## config.mk

```make
export PLATFORM = sky130hd
export DESIGN_NAME = router_1xn_flat
export DESIGN_NICKNAME = d
export VERILOG_FILES = /design/src/rtl/router_1xn_if.sv /design/src/rtl/router_1xn.sv /design/src/flat_wrapper.sv
export SDC_FILE = /design/constraint.sdc
export NUM_CORES = 1
export LEC_CHECK = 0
export ABC_AREA = 1
export CORE_ASPECT_RATIO = 1.75
export CORE_MARGIN = 5
export CORE_UTILIZATION = 55
export DETAILED_ROUTE_END_ITERATION = 16
export GPL_TIMING_DRIVEN = 1
export PLACE_DENSITY = 0.8
export REMOVE_ABC_BUFFERS = 1
export SYNTH_ARGS = -nofsm -noshare
export SYNTH_HDL_FRONTEND = slang
export SYNTH_SLANG_ARGS = --single-unit
```

## constraint.sdc

```tcl
create_clock -name clk -period 6.4 [get_ports clk]
set_clock_uncertainty 0.15 [all_clocks]
set_input_delay 0.96 -clock clk [delete_from_list [all_inputs] [get_ports clk]]
set_output_delay 0.96 -clock clk [all_outputs]
set_load 0.02 [all_outputs]
```

## src/rtl/router_1xn_if.sv

```systemverilog
// Packet-router bus bundle.
// Purpose : groups the byte-stream source side and the per-channel consumer
//           side of router_1xn into one interface.
// Signals : pkt_valid/data_in/busy  - source byte stream with hold request
//           rd_en/data_out/vld_out  - per-channel FWFT FIFO read side
//           err/drop/soft_rst       - parity error, dropped packet, timeout flush
// Modports: master = traffic source and consumers, slave = router.
interface router_1xn_if #(
    parameter int unsigned DW  = 8,
    parameter int unsigned NCH = 3
);
    logic              pkt_valid;
    logic [DW-1:0]     data_in;
    logic [NCH-1:0]    rd_en;
    logic [NCH*DW-1:0] data_out;
    logic [NCH-1:0]    vld_out;
    logic              busy;
    logic              err;
    logic              drop;
    logic [NCH-1:0]    soft_rst;

    modport master (
        output pkt_valid, data_in, rd_en,
        input  data_out, vld_out, busy, err, drop, soft_rst
    );

    modport slave (
        input  pkt_valid, data_in, rd_en,
        output data_out, vld_out, busy, err, drop, soft_rst
    );
endinterface

```

## src/rtl/router_1xn.sv

```systemverilog
// Parametrised 1-to-N packet router.
// Purpose : decodes header (addr = low AW bits, len = upper bits), writes the
//           packet into the addressed first-word-fall-through FIFO, checks
//           XOR parity, drops packets to non-existent channels and flushes a
//           channel whose consumer leaves valid data unread for TIMEOUT cycles.
// Ports   : clk  - clock, rising edge
//           rst  - synchronous active-high reset
//           bus  - router_1xn_if.slave (byte stream in, NCH channels out)
module router_1xn #(
    parameter int unsigned DW         = 8,
    parameter int unsigned NCH        = 3,
    parameter int unsigned AW         = 2,
    parameter int unsigned FIFO_DEPTH = 16,
    parameter int unsigned TIMEOUT    = 30
) (
    input  logic       clk,
    input  logic       rst,
    router_1xn_if.slave bus
);
    localparam int unsigned LW    = DW - AW;
    localparam int unsigned PW    = $clog2(FIFO_DEPTH);
    localparam int unsigned CW    = PW + 1;
    localparam int unsigned TW    = $clog2(TIMEOUT + 1);
    localparam int unsigned NSLOT = 1 << AW;

    typedef enum logic [1:0] {
        S_IDLE,
        S_LOAD,
        S_DROP
    } state_t;

    state_t state, state_nxt;

    logic [AW-1:0]     addr_q;
    logic [LW-1:0]     len_q;
    logic [DW-1:0]     par_q;
    logic              err_q;
    logic              drop_q;

    logic [AW-1:0]     hdr_addr;
    logic              hdr_ok;
    logic [NCH-1:0]    full;
    logic [NSLOT-1:0]  full_ext;
    logic [NCH-1:0]    vld_vec;
    logic [NCH-1:0]    soft_rst_q;
    logic [NCH*DW-1:0] dout_vec;
    logic              busy_c;
    logic              accept;

    logic              push;
    logic [AW-1:0]     push_addr;
    logic              latch_hdr;
    logic              clr_err;
    logic              chk_par;
    logic              cnt_dec;
    logic              upd_par;
    logic              drop_set;

    // Header decode; unused address slots read as never-full so indexing is safe.
    assign hdr_addr = bus.data_in[AW-1:0];
    assign hdr_ok   = 32'(hdr_addr) < NCH;
    assign full_ext = NSLOT'(full);

    // Hold request: only raised when the byte would have to land in a full FIFO.
    always_comb begin
        busy_c = 1'b0;
        case (state)
            S_LOAD:  busy_c = full_ext[addr_q];
            S_IDLE:  busy_c = bus.pkt_valid && hdr_ok && full_ext[hdr_addr];
            default: busy_c = 1'b0;
        endcase
    end

    assign accept = bus.pkt_valid && !busy_c;

    // State register.
    always_ff @(posedge clk) begin
        if (rst) begin
            state <= S_IDLE;
        end else begin
            state <= state_nxt;
        end
    end

    // Next state and datapath controls.
    always_comb begin
        state_nxt = state;
        push      = 1'b0;
        push_addr = addr_q;
        latch_hdr = 1'b0;
        clr_err   = 1'b0;
        chk_par   = 1'b0;
        cnt_dec   = 1'b0;
        upd_par   = 1'b0;
        drop_set  = 1'b0;
        case (state)
            S_IDLE: begin
                if (accept) begin
                    latch_hdr = 1'b1;
                    if (hdr_ok) begin
                        push      = 1'b1;
                        push_addr = hdr_addr;
                        clr_err   = 1'b1;
                        state_nxt = S_LOAD;
                    end else begin
                        state_nxt = S_DROP;
                    end
                end
            end
            S_LOAD: begin
                if (accept) begin
                    push    = 1'b1;
                    upd_par = 1'b1;
                    // Remaining count zero means this byte is the parity byte.
                    if (len_q == '0) begin
                        chk_par   = 1'b1;
                        state_nxt = S_IDLE;
                    end else begin
                        cnt_dec = 1'b1;
                    end
                end
            end
            S_DROP: begin
                if (accept) begin
                    if (len_q == '0) begin
                        drop_set  = 1'b1;
                        state_nxt = S_IDLE;
                    end else begin
                        cnt_dec = 1'b1;
                    end
                end
            end
            default: state_nxt = S_IDLE;
        endcase
    end

    // Packet bookkeeping: address, remaining length, running parity, status.
    always_ff @(posedge clk) begin
        if (rst) begin
            addr_q <= '0;
            len_q  <= '0;
            par_q  <= '0;
            err_q  <= 1'b0;
            drop_q <= 1'b0;
        end else begin
            drop_q <= drop_set;
            if (latch_hdr) begin
                addr_q <= hdr_addr;
                len_q  <= bus.data_in[DW-1:AW];
                par_q  <= bus.data_in;
            end else begin
                if (cnt_dec) len_q <= len_q - LW'(1);
                if (upd_par) par_q <= par_q ^ bus.data_in;
            end
            // par_q still excludes the parity byte when it is compared.
            if (clr_err) begin
                err_q <= 1'b0;
            end else if (chk_par) begin
                err_q <= (par_q != bus.data_in);
            end
        end
    end

    // Per-channel FWFT FIFO with stall-timeout flush.
    for (genvar k = 0; k < NCH; k++) begin : g_ch
        logic [DW-1:0] mem [FIFO_DEPTH];
        logic [PW-1:0] wr_ptr;
        logic [PW-1:0] rd_ptr;
        logic [CW-1:0] cnt;
        logic [TW-1:0] to_cnt;
        logic [TW-1:0] to_nxt;
        logic          soft_q;
        logic          vld;
        logic          do_push;
        logic          do_pop;

        assign vld     = cnt != '0;
        assign full[k] = cnt == CW'(FIFO_DEPTH);
        // A flush in progress swallows both the push and the pop of that edge.
        assign do_push = push && (32'(push_addr) == k) && !soft_q;
        assign do_pop  = bus.rd_en[k] && vld && !soft_q;

        assign vld_vec[k]               = vld;
        assign soft_rst_q[k]            = soft_q;
        assign dout_vec[k*DW +: DW]     = vld ? mem[rd_ptr] : '0;

        always_ff @(posedge clk) begin
            if (do_push) mem[wr_ptr] <= bus.data_in;
        end

        always_ff @(posedge clk) begin
            if (rst || soft_q) begin
                wr_ptr <= '0;
                rd_ptr <= '0;
                cnt    <= '0;
            end else begin
                if (do_push) wr_ptr <= wr_ptr + PW'(1);
                if (do_pop)  rd_ptr <= rd_ptr + PW'(1);
                cnt <= cnt + CW'(do_push) - CW'(do_pop);
            end
        end

        // Stall counter; soft_q marks the cycle it reaches TIMEOUT, flush follows.
        always_comb begin
            to_nxt = to_cnt + TW'(1);
            if (soft_q || bus.rd_en[k] || !vld) to_nxt = '0;
        end

        always_ff @(posedge clk) begin
            if (rst) begin
                to_cnt <= '0;
                soft_q <= 1'b0;
            end else begin
                to_cnt <= to_nxt;
                soft_q <= (to_nxt == TW'(TIMEOUT));
            end
        end
    end

    assign bus.data_out = dout_vec;
    assign bus.vld_out  = vld_vec;
    assign bus.busy     = busy_c;
    assign bus.err      = err_q;
    assign bus.drop     = drop_q;
    assign bus.soft_rst = soft_rst_q;

endmodule

```

## src/flat_wrapper.sv

```systemverilog
// flat-port wrapper written by rule: the top's interface ports become plain ports
module router_1xn_flat 
#(
    parameter int unsigned DW         = 8,
    parameter int unsigned NCH        = 3,
    parameter int unsigned AW         = 2,
    parameter int unsigned FIFO_DEPTH = 16,
    parameter int unsigned TIMEOUT    = 30
)
  (clk, rst, bus_pkt_valid, bus_data_in, bus_rd_en, bus_data_out, bus_vld_out, bus_busy, bus_err, bus_drop, bus_soft_rst);
  router_1xn_if #(.DW(DW), .NCH(NCH)) bus_i ();
  input  logic clk;
  input  logic rst;
  input wire logic [$bits(bus_i.pkt_valid)-1:0] bus_pkt_valid;
  input wire logic [$bits(bus_i.data_in)-1:0] bus_data_in;
  input wire logic [$bits(bus_i.rd_en)-1:0] bus_rd_en;
  output wire logic [$bits(bus_i.data_out)-1:0] bus_data_out;
  output wire logic [$bits(bus_i.vld_out)-1:0] bus_vld_out;
  output wire logic [$bits(bus_i.busy)-1:0] bus_busy;
  output wire logic [$bits(bus_i.err)-1:0] bus_err;
  output wire logic [$bits(bus_i.drop)-1:0] bus_drop;
  output wire logic [$bits(bus_i.soft_rst)-1:0] bus_soft_rst;
  assign bus_i.pkt_valid = bus_pkt_valid;
  assign bus_i.data_in = bus_data_in;
  assign bus_i.rd_en = bus_rd_en;
  assign bus_data_out = bus_i.data_out;
  assign bus_vld_out = bus_i.vld_out;
  assign bus_busy = bus_i.busy;
  assign bus_err = bus_i.err;
  assign bus_drop = bus_i.drop;
  assign bus_soft_rst = bus_i.soft_rst;
  router_1xn #(.DW(DW), .NCH(NCH), .AW(AW), .FIFO_DEPTH(FIFO_DEPTH), .TIMEOUT(TIMEOUT)) u_core (.clk(clk), .rst(rst), .bus(bus_i));
endmodule
```

==> flow_summary.json <==
{
  "grt_first_pass_wirelength_um": 74000,
  "peakVddDrop_v": 0.000291,
  "grt_pass1_vias": 13900,
  "num_vias": 13600,
  "synth_area_leaders": "edfxtp_1 58%, dfxtp_1 9.0%, o21ai_0 6.2%",
  "reg2regPathDepth": 15,
  "insertion_delay_ns": 0.55,
  "critical_path.max_stage_delay_ns": 1.07,
  "synth_cell_types": 43,
  "setup_tns_ns": 0,
  "synth_cells": 1722,
  "numPortBuffers": 46,
  "cts_tree": "yes",
  "r2r_start": "u_core.g_ch[0].cnt[3]",
  "worstMarginPinSlew_ns": 1.12,
  "setup_viol": 0,
  "crit_cells": 9,
  "hp-class": "reg2reg",
  "die_w_um": 153,
  "grt_max_degree": 66,
  "worst_ep_arrival_time_ns": 3.67,
  "whs_ns": 0.316,
  "dp_hpwl_um": 30600,
  "yosys_warnings": 0,
  "track_usage": 0.237,
  "status": "finished, final reports clean",
  "cp.required_ns": 5.29,
  "synth_edf_count": 384,
  "dp_slack_ns": 2.10,
  "synth-main-ff-cell": "edfxtp_1",
  "wl_um": 48200,
  "wl_per_cell_um": 21.5,
  "synth_top_area_cell": "edfxtp_1",
  "cts-root-buf": "clkbuf_16",
  "ios": 47,
  "cp_max_fo": 65,
  "core_um2": 35800,
  "p_leak_nw": 7.61,
  "crit_type": "reg2out",
  "postRouteAntennaNets": 0,
  "slew_headroom": 0.252,
  "yosysMostFrequentCell": "edfxtp_1",
  "ctsResizeCount": 0,
  "die_h_um": 261,
  "grt-ovfl-total": 0,
  "finalMaxSlewViolations": 0,
  "hold_viol": 0,
  "final_core_util": 0.614,
  "clock_path_buffers": 3,
  "drc": 0,
  "die_area_um2": 40100,
  "drt_first_pass_iters": 8,
  "critPathLaunchType": "register",
  "ys_seq_area_frac": 0.672,
  "ys_ff_latch": 473,
  "antenna_found_initial": 0,
  "setup_ws_ns": 1.62,
  "clk_pin_slew_ns": 0.07,
  "drtIter0Drc": 1270,
  "power_density_nw_per_um2": 396,
  "rows": 92,
  "min_to": "u_core.g_ch[2].to_cnt[0]",
  "min_period_ns": 4.78,
  "cts_setup_buffers": 0,
  "crit_buf_inv": 3,
  "final_cell_count_no_fill": 2244,
  "syn_avg_cell_area_um2": 11.5,
  "period_share": 0.746,
  "yosys-top-cells-count": "384 x edfxtp_1, 322 x nor2_1, 247 x o21ai_0",
  "numClockSinks": 473,
  "slowest_stage": "dfxtp_2",
  "place_congestion": 0.889,
  "final_nets": 1801,
  "rr_endpoint": "u_core.g_ch[0].cnt[4]",
  "synth_top_area_share": 0.582,
  "syn_area_um2": 19800,
  "postCtsHoldBufs": 0,
  "viasPerCell": 6.04,
  "max_freq_ghz": 0.209,
  "crit_chain": "clkinv_1 > buf_4 > o21ai_0 > o22ai_1 > nor2_1 > nor2_1 > o21ai_0 > a21oi_1 > clkdlybuf4s50_1",
  "n_antenna_cell": 0,
  "postSynth.asyncResetShare": 0,
  "drv_cap": 0,
  "numCtsBuffers": 39,
  "endpoint_kind": "output pin",
  "crit_family": "buffers and inverters",
  "hold_depth": 1,
  "rrSetupSlack_ns": 2.60,
  "drive_gt1_frac": 0.0716,
  "htree_levels": 2,
  "dp.cells": 2172,
  "rsz0062_at_grt": "false",
  "start_util": 0.554,
  "area_delta_synth_final_pct": 11.0,
  "hold_path.startpoint": "u_core.g_ch[2].to_cnt[0]"
}
==> cell usage in the layout, fill, tap and decap left out, types with 4 or more instances in the layout <==
cell / synthesis / layout
a21oi_1: 58 / 58
a31oi_1: 4 / 4
buf_2: 2 / 8
buf_4: 6 / 16
bufinv_16: 0 / 4
clkbuf_1: 65 / 4
clkbuf_16: 0 / 44
clkdlybuf4s50_1: 0 / 38
clkinv_1: 2 / 6
clkinv_2: 0 / 4
dfxtp_1: 89 / 86
edfxtp_1: 384 / 384
ha_1: 41 / 41
inv_1: 117 / 118
inv_2: 4 / 4
nand2_1: 95 / 95
nand2_2: 12 / 12
nand2_4: 6 / 6
nand3_1: 60 / 60
nand4_1: 18 / 18
nor2_1: 322 / 322
nor3_1: 21 / 21
o21a_1: 6 / 6
o21ai_0: 247 / 247
o221ai_1: 74 / 74
o22ai_1: 22 / 22
xnor2_1: 16 / 16
xor2_1: 15 / 15
==> flip-flops by register name, indices dropped and copies added, names as in the netlist, named ones only <==
| signal | count |
|---|---|
| u_core.g_ch.wr_ptr | 12 |
| u_core.addr_q | 2 |
| u_core.par_q | 8 |
| u_core.g_ch.soft_q | 3 |
| u_core.state | 2 |
| u_core.g_ch.mem | 384 |
| u_core.len_q | 6 |
| u_core.g_ch.rd_ptr | 12 |
| u_core.bus.err | 1 |
| u_core.g_ch.cnt | 15 |
| u_core.bus.drop | 1 |
| u_core.g_ch.to_cnt | 15 |
==> worst register-to-register path, stage by stage (launching register included) <==
cell and delay (ns):
dfxtp_1 0.33, inv_1 0.08, ha_1 0.22, nand2_1 0.07
nor2_1 0.69, inv_1 0.25, nand2_1 0.25, nor2_1 0.11
ha_1 0.30, inv_1 0.04, ha_1 0.20, fa_1 0.43
nand2_1 0.11, a21oi_1 0.08, or3_1 0.31, a21oi_1 0.12
==> routing by layer <==
layer  share of wire  routed length [µm]  GRT usage  up-vias
li1                -                   -          -     6206
met1            0.33               15900      0.248     6481
met2            0.54               25900      0.442      673
met3           0.058                2790     0.0265      194
met5               0                   0          0        -
met4           0.074                3580      0.160        0
==> stage by stage <==
step | power, mW | area, µm²
after detailed placement | 6.18 | 20600
after global routing | 9.12 | 22000
final | 8.71 | 22000
after floorplan | 5.27 | 19500
after global placement | 6.10 | 20600
after CTS | 8.71 | 22000
==> worst max path at each step <==
stage               slack, ns                        to     startpoint
floorplan                2.00          bus_data_out[10]       register
global placement         2.17     u_core.g_ch[2].cnt[4]  bus_pkt_valid
detailed placement       2.10  u_core.g_ch[2].mem[6][4]  bus_pkt_valid
CTS                      1.62          bus_data_out[15]       register
global route             1.32          bus_data_out[15]       register
finish                   1.62          bus_data_out[15]       register
==> kinds of logic (layout without fill, tap and decap cells) <==
family	count (synthesis)	in the layout	share of synthesized area
XOR/XNOR	31	31	0.0137
adder cells (fa/ha/maj)	44	44	0.0289
AO/OA/AOI/OAI	416	416	0.122
buffers and inverters	207	259	0.0415
AND/OR/NAND/NOR	551	551	0.122
flip-flops	473	473	0.672
==> report_power, final <==
group	internal [mW]	total, mW	switching, mW
combinational	0.829	2.50	1.67
sequential	3.51	3.66	0.157
clock	1.45	2.54	1.09
==> layout make-up <==
class / count / area (µm²)
clock buffer: 51 / 1160
clock inverter: 21 / 231
fill: 2619 / 13800
inverter: 125 / 474
multi-input combinational: 1042 / 5680
sequential: 473 / 13300
tap: 470 / 588
timing repair buffer: 62 / 541
Note: power is estimated with default switching activity, not from simulation.
